===== config.mk =====
export PLATFORM = sky130hd
export DESIGN_NAME = vga_timing_gen
export DESIGN_NICKNAME = d
export VERILOG_FILES = /design/src/rtl/vga_pkg.sv /design/src/rtl/vga_pixel_counter.sv /design/src/rtl/vga_timing_gen.sv
export SDC_FILE = /design/constraint.sdc
export NUM_CORES = 1
export LEC_CHECK = 0
export CORE_ASPECT_RATIO = 1.2
export CORE_MARGIN = 1.5
export CORE_UTILIZATION = 51
export DETAILED_ROUTE_END_ITERATION = 12
export GPL_TIMING_DRIVEN = 0
export PLACE_DENSITY = 0.84
export SYNTH_ARGS = -nofsm -noshare
export SYNTH_HDL_FRONTEND = slang
export SYNTH_HIERARCHICAL = 1
export SYNTH_SLANG_ARGS = --single-unit

===== constraint.sdc =====
create_clock -name clk -period 3.5 [get_ports clk]
set_input_delay 0.7 -clock clk [delete_from_list [all_inputs] [get_ports clk]]
set_output_delay 0.7 -clock clk [all_outputs]
set_load 0.01 [all_outputs]

===== src/rtl/vga_pkg.sv =====
// vga_pkg: shared VGA timing constants and RGB332 field layout.
// Default timing is 640x480 @ 60 Hz with a 25 MHz pixel clock derived from
// a 50 MHz system clock. Renderers and sprite blocks import the same values
// so that every block agrees on the frame geometry and the colour packing.
package vga_pkg;

  // Horizontal timing, in pixels
  localparam int H_VISIBLE_DEF = 640;
  localparam int H_FRONT_DEF   = 16;
  localparam int H_SYNC_DEF    = 96;
  localparam int H_BACK_DEF    = 48;
  localparam int H_TOTAL_DEF   = H_VISIBLE_DEF + H_FRONT_DEF + H_SYNC_DEF + H_BACK_DEF;

  // Vertical timing, in lines
  localparam int V_VISIBLE_DEF = 480;
  localparam int V_FRONT_DEF   = 10;
  localparam int V_SYNC_DEF    = 2;
  localparam int V_BACK_DEF    = 33;
  localparam int V_TOTAL_DEF   = V_VISIBLE_DEF + V_FRONT_DEF + V_SYNC_DEF + V_BACK_DEF;

  // System clocks per pixel
  localparam int CLK_DIV_DEF   = 2;

  // Width of the pixel_x / pixel_y coordinate buses
  localparam int COORD_W       = 10;

  // RGB332 field positions inside an 8-bit colour byte
  localparam int RGB_R_MSB = 7;
  localparam int RGB_R_LSB = 5;
  localparam int RGB_G_MSB = 4;
  localparam int RGB_G_LSB = 2;
  localparam int RGB_B_MSB = 1;
  localparam int RGB_B_LSB = 0;

  typedef struct packed {
    logic [2:0] r;
    logic [2:0] g;
    logic [1:0] b;
  } rgb332_t;

  // Split a packed RGB332 byte into its colour fields.
  function automatic rgb332_t rgb332_split(input logic [7:0] c);
    rgb332_t f;
    f.r = c[RGB_R_MSB:RGB_R_LSB];
    f.g = c[RGB_G_MSB:RGB_G_LSB];
    f.b = c[RGB_B_MSB:RGB_B_LSB];
    return f;
  endfunction

endpackage


===== src/rtl/vga_pixel_counter.sv =====
// vga_pixel_counter: clock divider plus horizontal/vertical position counters.
// Ports:
//   clk        - system clock, rising edge
//   reset      - asynchronous active-high reset
//   pixel_x    - horizontal position, 0..H_TOTAL-1
//   pixel_y    - vertical position, 0..V_TOTAL-1
//   pixel_tick - one-clk pulse, high while the divider sits at CLK_DIV-1
//   frame_wrap - one-clk pulse on the tick that wraps (H_TOTAL-1,V_TOTAL-1) to (0,0)
module vga_pixel_counter
  import vga_pkg::*;
#(
  parameter int H_TOTAL = H_TOTAL_DEF,
  parameter int V_TOTAL = V_TOTAL_DEF,
  parameter int CLK_DIV = CLK_DIV_DEF
) (
  input  logic               clk,
  input  logic               reset,
  output logic [COORD_W-1:0] pixel_x,
  output logic [COORD_W-1:0] pixel_y,
  output logic               pixel_tick,
  output logic               frame_wrap
);

  localparam int DIV_W = (CLK_DIV > 1) ? $clog2(CLK_DIV) : 1;
  localparam logic [DIV_W-1:0]   DIV_LAST = DIV_W'(CLK_DIV - 1);
  localparam logic [COORD_W-1:0] X_LAST   = COORD_W'(H_TOTAL - 1);
  localparam logic [COORD_W-1:0] Y_LAST   = COORD_W'(V_TOTAL - 1);

  logic [DIV_W-1:0]   div_q, div_d;
  logic [COORD_W-1:0] x_q, x_d;
  logic [COORD_W-1:0] y_q, y_d;
  logic               tick;

  always_comb begin
    // Gating with reset keeps the tick low during reset even when CLK_DIV=1,
    // where the divider would otherwise always sit on its last value.
    tick  = (div_q == DIV_LAST) && !reset;
    div_d = tick ? '0 : div_q + 1'b1;
    x_d   = x_q;
    y_d   = y_q;
    if (tick) begin
      if (x_q == X_LAST) begin
        x_d = '0;
        y_d = (y_q == Y_LAST) ? '0 : y_q + 1'b1;
      end else begin
        x_d = x_q + 1'b1;
      end
    end
  end

  always_ff @(posedge clk or posedge reset) begin
    if (reset) begin
      div_q <= '0;
      x_q   <= '0;
      y_q   <= '0;
    end else begin
      div_q <= div_d;
      x_q   <= x_d;
      y_q   <= y_d;
    end
  end

  assign pixel_x    = x_q;
  assign pixel_y    = y_q;
  assign pixel_tick = tick;
  assign frame_wrap = tick && (x_q == X_LAST) && (y_q == Y_LAST);

endmodule


===== src/rtl/vga_timing_gen.sv =====
// vga_timing_gen: VGA raster timing with a registered colour/sync output stage.
// Ports:
//   clk, reset         - system clock; asynchronous active-high reset
//   pixel_x, pixel_y   - current raster position (pre-output-register)
//   pixel_tick         - one-clk pulse per pixel period
//   video_on           - current position is inside the visible window
//   frame_start        - one-clk pulse on the tick that wraps to (0,0)
//   color_in           - RGB332 colour for the current position, from renderers
//   vga_r/vga_g/vga_b  - registered colour, blanked outside the visible window
//   hsync, vsync       - registered active-low sync
// Colour and sync are both registered on the pixel tick, so they lag
// pixel_x/pixel_y by exactly one pixel and stay aligned with each other.
module vga_timing_gen
  import vga_pkg::*;
#(
  parameter int H_VISIBLE = H_VISIBLE_DEF,
  parameter int H_FRONT   = H_FRONT_DEF,
  parameter int H_SYNC    = H_SYNC_DEF,
  parameter int H_BACK    = H_BACK_DEF,
  parameter int V_VISIBLE = V_VISIBLE_DEF,
  parameter int V_FRONT   = V_FRONT_DEF,
  parameter int V_SYNC    = V_SYNC_DEF,
  parameter int V_BACK    = V_BACK_DEF,
  parameter int CLK_DIV   = CLK_DIV_DEF
) (
  input  logic               clk,
  input  logic               reset,
  output logic [COORD_W-1:0] pixel_x,
  output logic [COORD_W-1:0] pixel_y,
  output logic               pixel_tick,
  output logic               video_on,
  output logic               frame_start,
  input  logic [7:0]         color_in,
  output logic [2:0]         vga_r,
  output logic [2:0]         vga_g,
  output logic [1:0]         vga_b,
  output logic               hsync,
  output logic               vsync
);

  localparam int H_TOTAL = H_VISIBLE + H_FRONT + H_SYNC + H_BACK;
  localparam int V_TOTAL = V_VISIBLE + V_FRONT + V_SYNC + V_BACK;

  localparam logic [COORD_W-1:0] H_VIS_C   = COORD_W'(H_VISIBLE);
  localparam logic [COORD_W-1:0] H_SYNC_LO = COORD_W'(H_VISIBLE + H_FRONT);
  localparam logic [COORD_W-1:0] H_SYNC_HI = COORD_W'(H_VISIBLE + H_FRONT + H_SYNC);
  localparam logic [COORD_W-1:0] V_VIS_C   = COORD_W'(V_VISIBLE);
  localparam logic [COORD_W-1:0] V_SYNC_LO = COORD_W'(V_VISIBLE + V_FRONT);
  localparam logic [COORD_W-1:0] V_SYNC_HI = COORD_W'(V_VISIBLE + V_FRONT + V_SYNC);

  logic    tick;
  logic    hsync_raw, vsync_raw;
  rgb332_t rgb_q, rgb_d;
  logic    hsync_q, hsync_d;
  logic    vsync_q, vsync_d;

  vga_pixel_counter #(
    .H_TOTAL (H_TOTAL),
    .V_TOTAL (V_TOTAL),
    .CLK_DIV (CLK_DIV)
  ) u_counter (
    .clk        (clk),
    .reset      (reset),
    .pixel_x    (pixel_x),
    .pixel_y    (pixel_y),
    .pixel_tick (tick),
    .frame_wrap (frame_start)
  );

  always_comb begin
    video_on  = (pixel_x < H_VIS_C) && (pixel_y < V_VIS_C);
    // Raw sync conditions are active-low: low inside the sync window.
    hsync_raw = !((pixel_x >= H_SYNC_LO) && (pixel_x < H_SYNC_HI));
    vsync_raw = !((pixel_y >= V_SYNC_LO) && (pixel_y < V_SYNC_HI));

    rgb_d   = rgb_q;
    hsync_d = hsync_q;
    vsync_d = vsync_q;
    if (tick) begin
      rgb_d   = video_on ? rgb332_split(color_in) : '0;
      hsync_d = hsync_raw;
      vsync_d = vsync_raw;
    end
  end

  always_ff @(posedge clk or posedge reset) begin
    if (reset) begin
      rgb_q   <= '0;
      hsync_q <= 1'b1;
      vsync_q <= 1'b1;
    end else begin
      rgb_q   <= rgb_d;
      hsync_q <= hsync_d;
      vsync_q <= vsync_d;
    end
  end

  assign pixel_tick = tick;
  assign vga_r      = rgb_q.r;
  assign vga_g      = rgb_q.g;
  assign vga_b      = rgb_q.b;
  assign hsync      = hsync_q;
  assign vsync      = vsync_q;

endmodule


==> flow_summary.yaml, run 1 <==
setup_path:
  end_kind: "primary output"
  critical-path-top-delay-family: "buffers and inverters"
  cp_data_arrival_time_ps: 2450
  critPathMaxStageDelay_ps: 650
  reg2reg_depth: 6
  r2r_end: "u_counter/pixel_y[6]$_DFFE_PP0P_"
  crit_slowest_cell: "clkdlybuf4s50_1"
  path_buf_inv: 3
  path_class: "primary input to primary output"
  cp.required_ps: 2800
  path_depth: 4
  rr_startpoint: "u_counter/pixel_x[0]$_DFFE_PP0P_"
  path_common_cell: "clkdlybuf4s50_1"
  path_max_fanout: 11
  r2r_slack_ps: 1590
  cp-start-kind: "primary input"
  crit_chain: "clkdlybuf4s50_1 -> nor2b_1 -> clkbuf_1 -> clkdlybuf4s50_1"
floorplan:
  die_h_um: 64.08
  io-pin-count: 43
  core_um2: 3000
  fp.dieArea_um2: 3453
  die_w_um: 53.90
  initial_utilization: 0.5284
  fp-row-count: 22
clocking:
  holdBufCountCts: 0
  cts_resized: 0
  insertion_delay_ps: 330
  cts_tree: "done"
  cts_max_level: 2
  clockRootBuffer: "clkbuf_4"
  cts_buffer_depth: 2
  clk_pin_slew_ps: 100
  post_cts_buffers: 0
  cts.sinks: 31
  cts_buffers: 5
global_route:
  antenna_found_initial: 0
  grt.overflow.total: 0
  grt_pass1_wl_mm: 6.410
  grt_start_max_net_pins: 22
  grt_usage: 0.2595
  grt_pass1_vias: 1377
worst_hold_path:
  hold_path_class: "register to register"
  holdPathEnd: "u_counter/div_q$_DFF_PP0_"
  hold_start: "u_counter/div_q$_DFF_PP0_"
  min_path_cells: 1
layout:
  syn_to_final_growth_pct: 32.75
  drive_above_1_share: 0.1256
  n_antenna_cell: 0
  nets: 211
power:
  vdd_drop_max_mv: 0.3484
  p_leak_uw: 0.0008470
  power_uw: 888.2
  cellPowerDensity_nw_per_um2: 422.1
  power_frac_seq: 0.523
  power.switching_fraction: 0.3222
  p_clk_frac: 0.227
  net-switching-power_uw: 286.2
  combPwrFrac: 0.250
  p_int_uw: 602.0
sta:
  tightest_slew_ps: 798.5
  layout_setup_ws_ps: 353.4
  hold_ws_ps: 462.9
  hold_viol_final: 0
  rsz0062_at_grt: "no"
  layout_min_cycle_time_ps: 3147
  fin_skew_ps: 9.581
  finalMaxSlewViolations: 0
  slew_headroom: 0.4671
  tns_ps: 0
  setup_viol: 0
  max_freq_mhz: 317.8
  fin_crit_sh: 0.8990
synthesis:
  synth_top_cell_area_share: 0.4578
  synth_xor_area_frac: 0.03867
  synth_most_common_cell: "dfrtp_1"
  synth_fa_ha_area_frac: 0.02368
  syn_avg_cell_area_um2: 10.64
  synth_cell_types: 48
  synth_edf_count: 0
  synth_mux_area_frac: 0.006314
  yosysWarningCount: 6
  ys_seq_area_frac: 0.4909
  synth_top_family_by_area: "simple AND/OR/NAND/NOR gates"
  syn_area_um2: 1585
  synth-compound-area-share: 0.1697
  yosysTopAreaCell: "dfrtp_1"
  ys_seq_elements: 31
  synth-simple-area-share: 0.2415
  ys_dominant_reg_cell: "dfrtp_1"
  async_flop_share: 1.000
  synth_cells: 149
  synth.area.top_cells: "dfrtp_1 46%, a32o_1 5.1%, dfstp_2 3.3%, o21ai_0 2.8%, nor2_1 2.8%"
  syn_nets: 162
  yosys-top-cells-count: "29 x dfrtp_1, 12 x nor2_1, 9 x nand2_1, 9 x o21ai_0, 8 x a32o_1"
drt:
  drc: 0
  avgViaCountPerCell: 6.009
  firstDrtPassIters: 4
  ant_nets: 0
  wl_per_cell_um: 16.71
  finalWirelength_mm: 3.927
  vias: 1412
  drt-initial-drc-count: 39
place:
  pre_cts_ws_ps: 362.0
  dp_hpwl_mm: 2.885
  portBuffers: 42
  place.gp.congestion: 0.8581
flow_run:
  drv_cap: 0
status:
  status: "completed"
==> stage by stage <==
step,cell area [µm²],cells,util
2_1_floorplan,1585,149,-
3_3_place_gp,2051,227,0.6835
3_5_place_dp,2051,227,0.6835
4_1_cts,2105,235,0.7014
5_1_grt,2105,235,0.7014
6_report,2105,235,0.7014
==> how the worst max path moves through the flow <==
stage          startpoint  slack [ps]          end
2_1_floorplan       reset        1430  frame_start
3_3_place_gp        reset         400  frame_start
3_5_place_dp        reset         360   pixel_tick
4_1_cts             reset         360   pixel_tick
5_1_grt             reset         270   pixel_tick
6_report            reset         350   pixel_tick
==> kinds of logic after synthesis <==
kind of cell / count (synthesis)
xor+xnor: 7
fa+ha+maj: 3
compound gates: 35
buf+inv: 10
simple gates: 62
flops: 31
mux: 1
==> flip-flops by register name (all words and copies together) (netlist names) <==
signal / flops
u_counter/pixel_y: 10
u_counter/pixel_x: 10
u_counter/div_q: 1
vga_b: 2
hsync: 1
vga_g: 3
vga_r: 3
vsync: 1
==> layout by cell type, fill, tap and decap left out, types with 2 or more instances in the layout <==
| cell | count |
|---|---|
| a32o_1 | 8 |
| nor4_1 | 3 |
| inv_1 | 6 |
| and4_2 | 2 |
| a22o_1 | 4 |
| nor2_1 | 12 |
| nor2b_1 | 2 |
| nand3_1 | 6 |
| nor3_1 | 6 |
| xor2_1 | 2 |
| clkdlybuf4s50_1 | 42 |
| nand2_1 | 9 |
| and2_1 | 2 |
| a21oi_1 | 3 |
| nand4_1 | 6 |
| or2_2 | 2 |
| o21ai_0 | 9 |
| clkbuf_4 | 5 |
| ha_1 | 3 |
| dfstp_2 | 2 |
| xnor2_1 | 5 |
| clkbuf_1 | 2 |
| dfrtp_1 | 29 |
==> layout make-up <==
type / count / area [µm²]
Fill cell: 241 / 895.9
Inverter: 7 / 26.28
Tap cell: 36 / 45.04
Buffer: 3 / 20.02
Sequential cell: 31 / 778.2
Clock buffer: 6 / 41.29
Clock inverter: 2 / 12.51
Multi-Input combinational cell: 108 / 760.7
Timing Repair Buffer: 42 / 420.4
==> power groups by stage <==
| stage | Combinational [µW] | Sequential (µW) | Clock (µW) |
|---|---|---|---|
| floorplan | 90.4 | 478 | 0 |
| global placement | 213 | 468 | 0 |
| detailed placement | 224 | 471 | 0 |
| CTS | 225 | 464 | 212 |
| global route | 244 | 471 | 224 |
| finish | 222 | 464 | 202 |
==> metal layers <==
metal / vias up / wire length, µm / global-route usage
met1: 704 / 1548 / 0.3169
met2: 37 / 2141 / 0.4207
li1: 666 / - / -
met4: 0 / 63 / 0.1026
met3: 5 / 173 / 0.07243
met5: - / 0 / 0
Note: power is estimated with default switching activity, not from simulation.
==> inputs of run 2 (changes only) <==
--- a/config.mk
+++ b/config.mk
@@ -10,6 +10,7 @@
 export CORE_UTILIZATION = 51
 export DETAILED_ROUTE_END_ITERATION = 12
 export GPL_TIMING_DRIVEN = 0
+export MAX_ROUTING_LAYER = met4
 export PLACE_DENSITY = 0.84
 export SYNTH_ARGS = -nofsm -noshare
 export SYNTH_HDL_FRONTEND = slang
==> run 2 against run 1 <==
Count of clock-buffer cells in the layout stayed put. Largest cell class unchanged. Hold slack hardly changed. Final area stayed put. Critical endpoint unchanged. Sequential share of layout area stayed put. Clock power hardly changed.
==> flow_summary.yaml, run 2 (synthesized netlist as in run 1, its figures left out) <==
global_route:
  antenna_found_initial: 0
  grt_pass1_wl_mm: 6.403
  grt_usage: 0.2664
  grt.overflow.total: 0
  grt_start_max_net_pins: 22
  grt_pass1_vias: 1376
floorplan:
  initial_utilization: 0.5284
  core_um2: 3000
  die_h_um: 64.08
  fp-row-count: 22
  fp.dieArea_um2: 3453
  io-pin-count: 43
  die_w_um: 53.90
sta:
  max_freq_mhz: 318.0
  tns_ps: 0
  fin_crit_sh: 0.8984
  setup_viol: 0
  slew_headroom: 0.4711
  fin_skew_ps: 8.458
  layout_setup_ws_ps: 355.7
  finalMaxSlewViolations: 0
  layout_min_cycle_time_ps: 3144
  rsz0062_at_grt: "no"
  hold_viol_final: 0
  hold_ws_ps: 463.0
  tightest_slew_ps: 792.5
drt:
  drc: 0
  drt-initial-drc-count: 28
  avgViaCountPerCell: 6.098
  ant_nets: 0
  firstDrtPassIters: 4
  finalWirelength_mm: 3.947
  vias: 1433
  wl_per_cell_um: 16.80
setup_path:
  rr_startpoint: "u_counter/pixel_x[0]$_DFFE_PP0P_"
  end_kind: "primary output"
  cp_data_arrival_time_ps: 2440
  path_max_fanout: 11
  path_common_cell: "clkdlybuf4s50_1"
  crit_chain: "clkdlybuf4s50_1 -> nor2b_1 -> clkbuf_1 -> clkdlybuf4s50_1"
  path_class: "primary input to primary output"
  cp.required_ps: 2800
  crit_start: "reset"
  crit_slowest_cell: "clkdlybuf4s50_1"
  critPathMaxStageDelay_ps: 650
  cp-start-kind: "primary input"
layout:
  n_antenna_cell: 0
  drive_above_1_share: 0.1256
  most-common-layout-cells: "42 x clkdlybuf4s50_1, 29 x dfrtp_1, 12 x nor2_1"
  syn_to_final_growth_pct: 32.75
  final_common_cell: "clkdlybuf4s50_1"
  multi_input_area_um2: 760.7
  nets: 211
  seqCellArea_um2: 778.2
  fillCellCount: 241
clocking:
  holdBufCountCts: 0
  post_cts_buffers: 0
  cts_buffers: 5
  cts.sinks: 31
  clk_pin_slew_ps: 100
  cts_tree: "done"
  cts_resized: 0
  insertion_delay_ps: 340
  cts_max_level: 2
  cts_buffer_depth: 2
  clockRootBuffer: "clkbuf_4"
worst_hold_path:
  hold_start: "u_counter/div_q$_DFF_PP0_"
  hold_path_class: "register to register"
flow_run:
  drv_cap: 0
status:
  status: "completed"
place:
  dp_hpwl_mm: 2.885
  portBuffers: 42
  place.gp.congestion: 0.8719
  pre_cts_ws_ps: 362.0
power:
  p_leak_uw: 0.0008470
  cellPowerDensity_nw_per_um2: 423.2
  vdd_drop_max_mv: 0.3499
[run 2: cell counts in the layout (fill, tap and decap cells not counted)]
Identical to the previous run, type by type.
[run 2: power by group]
group | internal, µW | switching [µW]
logic | 126 | 96.7
clock network | 77.4 | 126
registers | 399 | 65.6
[run 2: final timing paths]
kind / to / slack [ps] / depth (start not counted)
max reg2reg: u_counter/pixel_y[6]$_DFFE_PP0P_ / 1580 / 6
max: pixel_tick / 360 / 4
min: u_counter/div_q$_DFF_PP0_ / 460 / 1
min reg2reg: u_counter/div_q$_DFF_PP0_ / 460 / 1
min in group asynchronous: vga_r[2]$_DFFE_PP0P_ / 740 / 2
max in group asynchronous: u_counter/pixel_x[7]$_DFFE_PP0P_ / 2080 / 2
[run 2: worst max-delay path, delay by kind of cell]
family	cells	cell delay, ps
simple gates	1	150
buf+inv	3	1600
[run 2: metrics by stage]
stage	std cells	total power [µW]	util	area, µm²
final	235	890.7	0.7014	2105
after global routing	235	939.1	0.7014	2105
after CTS	235	900.3	0.7014	2105
after detailed placement	227	695.0	0.6835	2051
after global placement	227	680.9	0.6835	2051
after floorplan	149	568.6	-	1585
[run 2: cell type report]
| type | count | share of cell area |
|---|---|---|
| Multi-Input combinational cell | 108 | 0.3615 |
| Clock buffer | 6 | 0.01962 |
| Timing Repair Buffer | 42 | 0.1998 |
| Inverter | 7 | 0.01249 |
| Clock inverter | 2 | 0.005945 |
| Tap cell | 36 | 0.02140 |
| Buffer | 3 | 0.009512 |
| Sequential cell | 31 | 0.3698 |
[run 2: per-layer routing]
metal / routed length [µm] / vias to the layer above / GRT usage
li1: - / 670 / -
met1: 1517 / 715 / 0.3138
met2: 2183 / 44 / 0.4253
met3: 181 / 4 / 0.07009
met4: 65 / 0 / 0.1026
met5: 0 / - / -
